===== src/rtl/pipe_pkg.sv =====
// Shared types and constants for the pipeline hazard/stall controller.
package pipe_pkg;

  localparam int REG_W        = 4;
  localparam int WAIT_MAX_DEF = 15;

  typedef enum logic [1:0] {
    RUN  = 2'd0,
    WAIT = 2'd1,
    HALT = 2'd2
  } state_e;

endpackage


===== src/rtl/pipe_ctrl_hazard_detect.sv =====
// Load-use hazard detection: the instruction in ID reads a register that the load in EX is writing.
module hazard_detect
  import pipe_pkg::*;
(
  input  logic [REG_W-1:0] id_rs1,
  input  logic [REG_W-1:0] id_rs2,
  input  logic             id_use_rs1,
  input  logic             id_use_rs2,
  input  logic             ex_memread,
  input  logic [REG_W-1:0] ex_rd,
  output logic             lu
);

  // R0 is compared like any other register, so a load to R0 still stalls its consumer.
  assign lu = ex_memread & ((id_use_rs1 & (id_rs1 == ex_rd)) |
                            (id_use_rs2 & (id_rs2 == ex_rd)));

endmodule


===== src/rtl/pipe_ctrl.sv =====
// Pipeline controller: freezes on data-memory wait, flushes on taken branch, bubbles on load-use,
// and halts after WAIT_MAX+1 consecutive memory wait cycles. State updates on the falling edge.
module pipe_ctrl
  import pipe_pkg::*;
#(
  parameter int WAIT_MAX = WAIT_MAX_DEF
) (
  input  logic             clk,
  input  logic             rst,
  input  logic [REG_W-1:0] id_rs1,
  input  logic [REG_W-1:0] id_rs2,
  input  logic             id_use_rs1,
  input  logic             id_use_rs2,
  input  logic             ex_memread,
  input  logic [REG_W-1:0] ex_rd,
  input  logic             ex_branch_taken,
  input  logic             mem_req,
  input  logic             dmem_ready,
  output logic             pc_en,
  output logic             if_id_en,
  output logic             id_ex_en,
  output logic             ex_mem_en,
  output logic             if_id_flush,
  output logic             id_ex_flush,
  output logic             mem_wb_bubble,
  output logic             dmem_timeout,
  output logic             halted,
  output logic [15:0]      stall_cnt
);

  localparam int CNT_W = $clog2(WAIT_MAX + 1);
  localparam logic [CNT_W-1:0] CNT_MAX = CNT_W'(WAIT_MAX);

  state_e           state, state_d;
  logic [CNT_W-1:0] cnt, cnt_d;
  logic             timeout_set;
  logic             mw;
  logic             lu;

  assign mw = mem_req & ~dmem_ready;

  hazard_detect u_hazard_detect (
    .id_rs1     (id_rs1),
    .id_use_rs1 (id_use_rs1),
    .id_rs2     (id_rs2),
    .id_use_rs2 (id_use_rs2),
    .ex_memread (ex_memread),
    .ex_rd      (ex_rd),
    .lu         (lu)
  );

  // NOTE: every signal driven here gets a default first so no path leaves it unassigned (no latch).
  always_comb begin
    state_d       = state;
    cnt_d         = cnt;
    timeout_set   = 1'b0;
    pc_en         = 1'b1;
    if_id_en      = 1'b1;
    id_ex_en      = 1'b1;
    ex_mem_en     = 1'b1;
    if_id_flush   = 1'b0;
    id_ex_flush   = 1'b0;
    mem_wb_bubble = 1'b0;

    // A branch seen during a freeze is not lost: EX is frozen, so it re-presents once mw clears.
    if (state == HALT || mw) begin
      pc_en         = 1'b0;
      if_id_en      = 1'b0;
      id_ex_en      = 1'b0;
      ex_mem_en     = 1'b0;
      mem_wb_bubble = 1'b1;
    end else if (ex_branch_taken) begin
      if_id_flush = 1'b1;
      id_ex_flush = 1'b1;
    end else if (lu) begin
      pc_en       = 1'b0;
      if_id_en    = 1'b0;
      id_ex_flush = 1'b1;
    end

    case (state)
      RUN: begin
        if (mw) begin
          state_d = WAIT;
          cnt_d   = CNT_W'(1);
        end
      end
      WAIT: begin
        if (!mw) begin
          state_d = RUN;
          cnt_d   = '0;
        end else if (cnt == CNT_MAX) begin
          state_d     = HALT;
          timeout_set = 1'b1;
        end else begin
          cnt_d = cnt + CNT_W'(1);
        end
      end
      HALT:    state_d = HALT;
      default: state_d = RUN;
    endcase
  end

  // NOTE: sequential state uses non-blocking assignments so all registers sample the same pre-edge values.
  always_ff @(negedge clk or negedge rst) begin
    if (!rst) begin
      state        <= RUN;
      cnt          <= '0;
      dmem_timeout <= 1'b0;
      halted       <= 1'b0;
      stall_cnt    <= '0;
    end else begin
      state <= state_d;
      cnt   <= cnt_d;
      if (timeout_set) begin
        dmem_timeout <= 1'b1;
        halted       <= 1'b1;
      end
      if (!pc_en && stall_cnt != 16'hFFFF)
        stall_cnt <= stall_cnt + 16'd1;
    end
  end

endmodule


===== config.mk =====
export PLATFORM = sky130hd
export DESIGN_NAME = pipe_ctrl
export DESIGN_NICKNAME = d
export VERILOG_FILES = /design/src/rtl/pipe_pkg.sv /design/src/rtl/pipe_ctrl_hazard_detect.sv /design/src/rtl/pipe_ctrl.sv
export SDC_FILE = /design/constraint.sdc
export NUM_CORES = 1
export LEC_CHECK = 0
export ABC_AREA = 1
export CAP_MARGIN = 20
export CORE_ASPECT_RATIO = 2
export CORE_MARGIN = 4
export CORE_UTILIZATION = 35
export DETAILED_ROUTE_END_ITERATION = 8
export SLEW_MARGIN = 20
export SYNTH_ARGS = -nofsm -noshare
export SYNTH_HDL_FRONTEND = slang
export SYNTH_SLANG_ARGS = --single-unit

===== constraint.sdc =====
create_clock -name clk -period 2.2 [get_ports clk]
set_input_delay 0.44 -clock clk [delete_from_list [all_inputs] [get_ports clk]]
set_output_delay 0.44 -clock clk [all_outputs]
set_load 0.03 [all_outputs]

==> flow_summary_export.csv <==
group,metric,value,unit
status,outcome,"finished with violations",
status,failed_checks,"setup timing",
clock_tree,root_buffer,"clkbuf_8",
route,vias_per_cell,4.71,
floorplanning,core,4340,sq um
synthesis,ys_ff_latch,23,
synthesis,netlist_instances,218,
global_route,antenna_found_initial,0,
setup_path,path_buf_inv,5,
synthesis,async_reset_ff_share,100,%
clock_tree,cts_buffer_depth,2,
setup_path,crit_fanout,4,
synthesis,synth_top_area_share,36.9,%
place,dpl-instance-area,2370,sq um
clock_tree,clkLatencyLatePin,0.28,ns
power,max-vdd-ir-drop,0.350,mV
global_route,use_met1,14.7,%
global_route,use_met3,2.02,%
synthesis,netlist_area,1560,sq um
power,p_sw,0.212,mW
clock_tree,cts_tree,"yes",
synthesis,synth.area.top_cells,"dfrtn_1 (37%), nand2_1 (19%), inv_1 (7.2%)",
synthesis,synthFlopType,"dfrtn_1",
power,p_int,0.614,mW
floorplanning,start_util,36.0,%
global_route,grt_max_degree,24,
synthesis,ys_warn_count,0,
hold_path,hold_class,"reg -> reg",
global_route,globalRouteMet2Util,35.7,%
clock_tree,h-tree-depth,1,
global_route,busiest_layer,"met2",
timing,finalHoldViolCount,0,
timing,setup_viol,45,
timing,rsz0062_at_grt,"yes",
route,wl_per_cell,12.8,microns
floorplanning,num_rows,34,
place,numPortBuffers,44,
power,swShare,25.7,%
power,p_per_area,278,nW/um^2
synthesis,yosys.area.top_type,"dfrtn_1",
timing,final_max_slew_viol_count,0,
finish,antenna_cells,0,
power,comb_power_share,14.6,%
clock_tree,numCtsBuffers,3,
finish,postLayoutCellArea,2970,sq um
setup_path,crit_type,"reg -> out",
place,gp_congestion,0.721,
setup_path,cp_top_family,"flip-flops",
route,vias,1774,
power,p_seq_share,51.9,%
setup_path,max_stage_delay,0.44,ns
route,dr.first_iter.drc_count,18,
setup_path,cpMaxStageDelayCell,"dfrtn_1",
route,routed_wl,4810,microns
finish,area_delta_synth_final,90.3,%
floorplanning,ioPinCount,45,
synthesis,syn_nets,240,
clock_tree,cts.clk_slew.worst_paths,0.06,ns
timing,worst_slew_pin_slew,0.422,ns
timing,maxSlewHeadroom,71.6,%
route,drc,0,
floorplanning,die_w,55.2,microns
clock_tree,ctsHoldBuffers,0,
global_route,grt_pass1_wl,7370,microns
setup_path,cp_data_required_time,1.76,ns
finish,drive_gt1_share,57.6,%
setup_path,path_cells,"inv_2 -> nand2_4 -> nand2_8 -> inv_8 -> nand2_8 -> buf_6 -> clkinvlp_4 -> buf_6",
global_route,grt_overflow_total,0,
power,p_leak,1.53,nW
setup_path,endpoint_kind,"output port",
place,dp_slack,-1.03,ns
synthesis,seq_area_frac_synth,36.9,%
synthesis,syn_avg_cell_area,7.16,sq um
global_route,grt_usage,16.3,%
floorplanning,die_area,5650,sq um
job,cap_violations,0,
synthesis,yosysUniqueCellTypes,26,
timing,skew,0.00350,ns
route,drt-pass1-iter-count,6,
global_route,grt_pass1_vias,1736,
power,clkPwrFrac,33.5,%
place,dpl.hpwl,3230,microns
setup_path,cp.arrival,2.45,ns
setup_path,cp-start-kind,"register",
finish,finalNetCount,346,
route,antenna_left,0,
floorplanning,die_h,102,microns
synthesis,synth_enable_flop_cells,0,
clock_tree,numClockSinks,23,
timing,final.setup.worst_slack,-0.692,ns
==> cell usage after synthesis, types with 3 or more instances <==
cell type,count
nor3_1,4
xor2_1,6
nand3_1,22
xnor2_1,4
nand2_1,80
a21oi_1,3
buf_4,3
buf_6,3
nor2_1,15
inv_1,30
o21ai_0,3
dfrtn_1,23
nor2_2,4
==> placed cells by master, fill, tap and decap left out, types with 4 or more instances in the layout <==
cell type / synthesis / routed
nand3_1: 22 / 11
dlygate4sd2_1: 0 / 4
nor2_1: 15 / 9
nor2_4: 2 / 6
buf_6: 3 / 38
nand2_1: 80 / 51
dfrtn_1: 23 / 23
nand2_2: 1 / 25
buf_2: 0 / 5
nand3_2: 2 / 11
nand2_8: 1 / 7
buf_4: 3 / 48
nor2_2: 4 / 6
inv_1: 30 / 20
inv_8: 0 / 6
xor2_1: 6 / 6
==> through the flow <==
stage	hold slack, ns	total power [mW]	TNS, ns	util, %	std cells
2_1_floorplan	0.441	0.471	-7.34	-	218
3_3_place_gp	0.438	0.542	-23.50	54.7	342
3_5_place_dp	0.438	0.543	-23.82	54.7	342
4_1_cts	0.471	0.832	-13.61	64.3	367
5_1_grt	0.513	0.870	-17.25	68.4	377
6_report	0.476	0.827	-15.09	68.4	377
==> kinds of logic (layout without fill, tap and decap cells) <==
family          count (synthesis)  count (layout)  share of synthesized area, %
simple gates                  138             141                          42.4
buf+inv                        39             141                          11.5
flops                          23              23                          36.9
xor+xnor                       10              10                          5.61
compound gates                  6               6                          1.92
fa+ha+maj                       2               2                          1.60
==> power by group through the flow <==
stage               Clock, mW  Sequential (mW)  Combinational, mW
global route            0.309            0.429              0.132
global placement            0            0.436              0.106
CTS                     0.290            0.429              0.113
detailed placement          0            0.436              0.106
floorplan                   0            0.436             0.0353
finish                  0.277            0.429              0.121
==> metal layers <==
metal	share of wire, %	vias to the layer above
li1	-	883
met1	32	840
met2	63	43
met3	3.5	8
met4	2.0	0
met5	0	-
==> tightest hold or removal path: cells and delay by family (launching register included) <==
kind	cells	cell delay [ns]
AOI/OAI and AO/OA	1	0.05
DFF	1	0.44
and+or+nand+nor	1	0.08
==> area by class of cell <==
cell class	count	area (sq um)
clock buffers	3	41.3
clock inverters	1	5.00
fillers	380	1370
inverters	33	185
multi-input cells	159	1140
flip-flops and latches	23	576
well taps	54	67.6
repair buffers	104	958
==> flip-flops by register name, summed over array words and instances, names as in the netlist <==
register and flops:
cnt 4, halted 1, stall_cnt 16, state 2
==> worst paths after layout <==
path	slack [ns]	start	cells past startpoint	endpoint
hold reg to reg	0.48	cnt[1]$_DFFE_NN0P_	2	cnt[1]$_DFFE_NN0P_
max in group asynchronous	0.53	rst	2	stall_cnt[15]$_DFFE_NN0P_
setup / recovery	-0.69	state[0]$_DFFE_NN0P_	8	pc_en
min in group asynchronous	1.49	rst	2	stall_cnt[9]$_DFFE_NN0P_
setup reg to reg	0.22	stall_cnt[1]$_DFFE_NN0P_	10	stall_cnt[15]$_DFFE_NN0P_
hold / removal	0.48	cnt[1]$_DFFE_NN0P_	2	cnt[1]$_DFFE_NN0P_
==> timing repair <==
item / CTS / global route
pin swaps: 23 / 14
gates cloned: 3 / 0
endpoints found under the setup margin: 48 / 47
buffers inserted: 18 / 14
gates resized for setup: 108 / 35
No activity file was read; power rests on OpenSTA's default activity.
==> RTL change 1: new RTL, config.mk and constraints unchanged <==
Make the reset (`rst`) synchronous in one clocked block.
--- a/src/rtl/pipe_ctrl.sv
+++ b/src/rtl/pipe_ctrl.sv
@@ -103,5 +103,5 @@
 
   // NOTE: sequential state uses non-blocking assignments so all registers sample the same pre-edge values.
-  always_ff @(negedge clk or negedge rst) begin
+  always_ff @(negedge clk) begin
     if (!rst) begin
       state        <= RUN;
Behaviour: differs if rst is asserted again (counterexample within 4 cycles, from zero or initial values and one cycle with rst low); with rst held inactive, the same outputs for 10 cycles.
==> RTL change 1 against the original RTL <==
The flow still finishes with violations (setup timing); final cell count up 6.6%; sequential cell count unchanged; worst setup slack worse by 0.013 ns; area after synthesis down 6.1%; design area down 0.21%; routed wire length up 3.1%; synthesized cell count up 5.0%; highest routed layer unchanged.
Power is not compared: it rests on default switching activity, and its combinational part moved more than twofold at a synthesized area within 25%.
==> RTL change 1: results (changes against the original RTL) <==
[placement]
place_inst = 343  ; +0.29%
gp_congestion = 0.7777  ; +7.9%
dp_slack_ns = -0.9566  ; +0.07461 ns
dpl-instance-area_sq_mm = 0.002145  ; -9.6%
dp_hpwl_microns = 3162  ; -2.2%

[worst_setup_path]
cp_data_arrival_time_ns = 2.47  ; +0.02 ns
slowest_stage = dfxtp_2
crit_start = state[0]
r2r_cells = 11  ; +1
r2r_start = stall_cnt[0]
crit_family = buffers and inverters
crit_path_max_fanout = 2  ; -2
r2r_slack_ns = 0.03  ; -0.19 ns
reg2reg_to = stall_cnt[7]

[drt]
firstDrtPassIters = 4  ; -2
via_count = 1894  ; +6.8%
via_per_inst = 4.711  ; +0.12%
first_iter_violations = 27  ; +9
wl_per_cell_microns = 12.33  ; -3.3%

[logic_synthesis]
synth.distinct_cells = 30  ; +15%
post_synth.cell_area_avg_sq_um = 6.398  ; -11%
synth_commonest_cells = 55 x nand2_1, 42 x nor2_1, 27 x inv_1
async_flop_share_pct = 0  ; -100 points
synth_fp_nets = 251  ; +4.6%
synth-main-ff-cell = dfxtp_1
synthTopCellsByArea = dfxtp_1 31%, nand2_1 14%, nor2_1 11%

[grt]
grt_pass1_vias = 1832  ; +5.5%
antenna_found_initial = 0  ; unchanged
grt_pass1_wl_microns = 7058  ; -4.2%
grt_max_degree = 17  ; -29%
grt_util_all_layers_pct = 17.45  ; +1.2 points

[final_layout]
fin_nets = 373  ; +7.8%
fillers = 300  ; -21%
drive_gt1_share_pct = 51.43  ; -6.2 points

[clock_network]
h-tree-depth = 1  ; unchanged
worstSkewPairLatency_ns = 0.35  ; +0.07 ns
path_clk_slew_ns = 0.04  ; -0.02 ns
cts_root_buf = clkbuf_8

[hold_path]
worst_hold_path.num_cells = 1  ; -1
min_to = state[0]
worstHoldStart = state[0]

[timing]
finalSetupTns_ns = -15.26  ; -0.1656 ns
finalSetupViolations = 45  ; unchanged
setup_ws_ns = -0.7054  ; -0.01308 ns
relSlewSlack_pct = 69.76  ; -1.9 points
skew_ns = 0.01557  ; +0.01207 ns
hold_ws_ns = 0.4525  ; -0.02306 ns

[outcome]
status = complete, but fails checks
violations = setup timing

[power_and_ir_drop]
fin_total_pwr_mw = 1.366

[RTL change 1: cell count changes in the layout (fill, tap and decap cells not counted), moves of 5 or more]
cell	before	now
a21oi_1	0	10
dfxtp_2	0	14
inv_8	6	1
nand2_2	25	8
nand2_1	51	43
dfrtn_1	23	0
inv_1	20	41
dfxtp_1	0	5
inv_2	2	7
nor2_1	9	36
buf_6	38	43
nand3_1	11	6
dlymetal6s2s_1	0	7
[RTL change 1: routing by layer]
metal | global-route usage (%) | routed length, microns | up-vias | part of all wire [%]
met2 | 34.86 | 3115 | 37 | 63
met5 | 0 | 0 | - | 0
met3 | 4.348 | 129 | 12 | 2.6
met4 | 10.43 | 143 | 0 | 2.9
li1 | - | - | 966 | -
met1 | 13.04 | 1568 | 879 | 32
[RTL change 1: cell families (layout without fill, tap and decap cells)]
kind of cell	Yosys count	in the layout	synth area share, %
DFF	23	23	31.43
buffers and inverters	38	159	11.44
AOI/OAI and AO/OA	21	21	7.771
adders and majority gates	2	2	1.708
and+or+nand+nor	137	137	42.87
xor gates and xnor gates	8	8	4.782
[RTL change 1: repair_timing]
action | 4_1_cts | 5_1_grt
gates cloned | 0 | 1
setup buffers | 25 | 9
pin swaps | 8 | 28
resized for setup | 75 | 88
endpoints found under the setup margin | 48 | 45
[RTL change 1: cell type report]
| cell class | instances | area (sq um) | area share [%] |
|---|---|---|---|
| tap | 52 | 65.06 | 2.196 |
| timing repair buffer | 104 | 1013 | 34.21 |
| clock inverter | 24 | 116.4 | 3.927 |
| multi-input combinational | 168 | 1115 | 37.63 |
| clock buffer | 3 | 41.29 | 1.394 |
| inverter | 28 | 118.9 | 4.012 |
| sequential | 23 | 493.0 | 16.64 |
==> RTL change 2: new RTL, config.mk and constraints unchanged <==
Made on the original files. `WAIT_MAX_DEF`: 15 -> 16.
--- a/src/rtl/pipe_pkg.sv
+++ b/src/rtl/pipe_pkg.sv
@@ -3,5 +3,5 @@
 
   localparam int REG_W        = 4;
-  localparam int WAIT_MAX_DEF = 15;
+  localparam int WAIT_MAX_DEF = 16;
 
   typedef enum logic [1:0] {
Check against the original RTL: same outputs for any inputs over 10 cycles, from zero or initial values and one cycle with rst low; that may be too few to reach the edited logic, so the function may still have changed.
==> RTL change 2 against the original RTL <==
The run still ends with setup timing left; sequential cell count rose by 1; count of clock-buffer cells in the layout did not move; routed wire length rose by 4.7%; total power rose by 17%; first-iteration DRC count rose by 110%; worst setup slack got worse by 0.030 ns; area after synthesis rose by 1.7%; design area rose by 0.76%; utilization fell by 0.15 points.
==> RTL change 2: results (changes against the original RTL) <==
[outcome]
status = complete, but fails checks
violations = setup timing

[timing]
finalSetupTns_ns = -16.97  ; -1.881 ns
setup_ws_ns = -0.7225  ; -0.03015 ns
worstMarginPinSlew_ns = 0.3983  ; -0.02390 ns
finalSetupViolations = 46  ; +2.2%
skew_ns = 0.004110  ; +0.0006068 ns
hold_ws_ns = 0.4786  ; +0.003031 ns

[drt]
wl_met1_microns = 1524  ; -0.13%
wl_per_cell_microns = 12.55  ; -1.6%
first_iter_violations = 38  ; +20
wl_met3_microns = 146  ; -13%
via_per_inst = 4.698  ; -0.16%
ant_nets = 0  ; unchanged
top_layer = met4
firstDrtPassIters = 4  ; -2
wl_met2_microns = 3226  ; +7.0%

[worst_setup_path]
r2r_slack_ns = 0.08  ; -0.14 ns
slowest_stage = dfrtn_1
crit_path_max_fanout = 2  ; -2
critPathMaxStageDelay_ns = 0.46  ; +0.02 ns
cp_data_arrival_time_ns = 2.48  ; +0.03 ns

[grt]
grt_util_all_layers_pct = 16.57  ; +0.31 points
grt_pass1_vias = 1890  ; +8.9%
antenna_found_initial = 0  ; unchanged
grt_max_degree = 25  ; +4.2%
grt_pass1_wl_microns = 7603  ; +3.2%

[logic_synthesis]
synthCells = 239  ; +9.6%
synthTopCellsByArea = dfrtn_1 38%, nand2_1 21%, inv_1 9.2%
synth_fp_nets = 262  ; +9.2%
ys.warnings.count = 0  ; unchanged
synth.distinct_cells = 23  ; -12%
synth_commonest_cells = 87 x nand2_1, 39 x inv_1, 28 x nor2_1
yosysSeqAreaShare_pct = 37.85  ; +0.97 points
synth-main-ff-cell = dfrtn_1
async_flop_share_pct = 100.0  ; unchanged

[placement]
place_inst = 362  ; +5.8%
port_buffers = 44  ; unchanged
dp_slack_ns = -1.006  ; +0.02484 ns
dp_hpwl_microns = 3451  ; +6.8%
gp_congestion = 0.8270  ; +15%
dpl-instance-area_sq_mm = 0.002293  ; -3.4%

[clock_network]
cts_buffer_depth = 2  ; unchanged
h-tree-depth = 1  ; unchanged
worstSkewPairLatency_ns = 0.28  ; about the same
cts_root_buf = clkbuf_8
path_clk_slew_ns = 0.06  ; about the same
numCtsBuffers = 3  ; unchanged

[power_and_ir_drop]
power.leakage_nw = 1.549  ; +1.1%
ir_drop_v = 0.0003717  ; +6.1%

[final_layout]
top_regs = stall_cnt (16), cnt (5), state (2)
layout.cells.non_filler = 401  ; +6.4%
drive_gt1_share_pct = 49.86  ; -7.7 points
fin_nets = 371  ; +7.2%
antenna_cells = 0  ; unchanged

[hold_path]
worstHoldPathType = register to register

## RTL change 2: worst paths after layout
check	startpoint	to	cells after the start
max	state[0]	if_id_en	8
min	cnt[0]	cnt[0]	1
max reg2reg	stall_cnt[0]	stall_cnt[15]	13
min reg2reg	cnt[0]	cnt[0]	1
max in group asynchronous	rst	stall_cnt[11]	2
min in group asynchronous	rst	stall_cnt[12]	2
## RTL change 2: final cells by class
| type | count | area, sq um |
|---|---|---|
| clock buffer | 3 | 41.29 |
| sequential | 24 | 600.6 |
| tap | 54 | 67.56 |
| timing repair buffer | 111 | 1042 |
| fill | 358 | 1390 |
| multi-input combinational | 169 | 1035 |
| clock inverter | 1 | 30.03 |
| inverter | 39 | 175.2 |
## RTL change 2: cell families after synthesis
group | count (synthesis) | share of synthesized area [%]
flip-flops | 24 | 37.86
adder cells (fa/ha/maj) | 3 | 2.366
buffers and inverters | 46 | 13.09
multiplexers | 1 | 0.7097
XOR/XNOR | 6 | 3.312
AND/OR/NAND/NOR | 153 | 40.46
AO/OA/AOI/OAI | 6 | 2.209
## RTL change 2: repair_timing
item | in CTS | in global routing
endpoints found under the setup margin | 49 | 46
pin swaps | 23 | 28
setup buffers | 24 | 15
resized for setup | 102 | 71
## RTL change 2: per-layer routing
layer / track usage [%] / vias up
met3: 1.863 / 15
met5: 0 / -
met1: 14.26 / 884
met2: 35.58 / 43
li1: - / 942
met4: 8.801 / 0
## RTL change 2: report_power, final
group / internal, mW / leakage, nW / switching (mW)
Clock: 0.244 / 0.0357 / 0.161
Combinational: 0.0610 / 1.21 / 0.0530
Sequential: 0.447 / 0.307 / 0.00288
Total: 0.752 / 1.55 / 0.217
## RTL change 2: critical path, delay by kind of cell (launching register included)
kind | cells | cell delay (ns)
buf+inv | 5 | 0.43
flops | 1 | 0.46
simple gates | 3 | 0.20
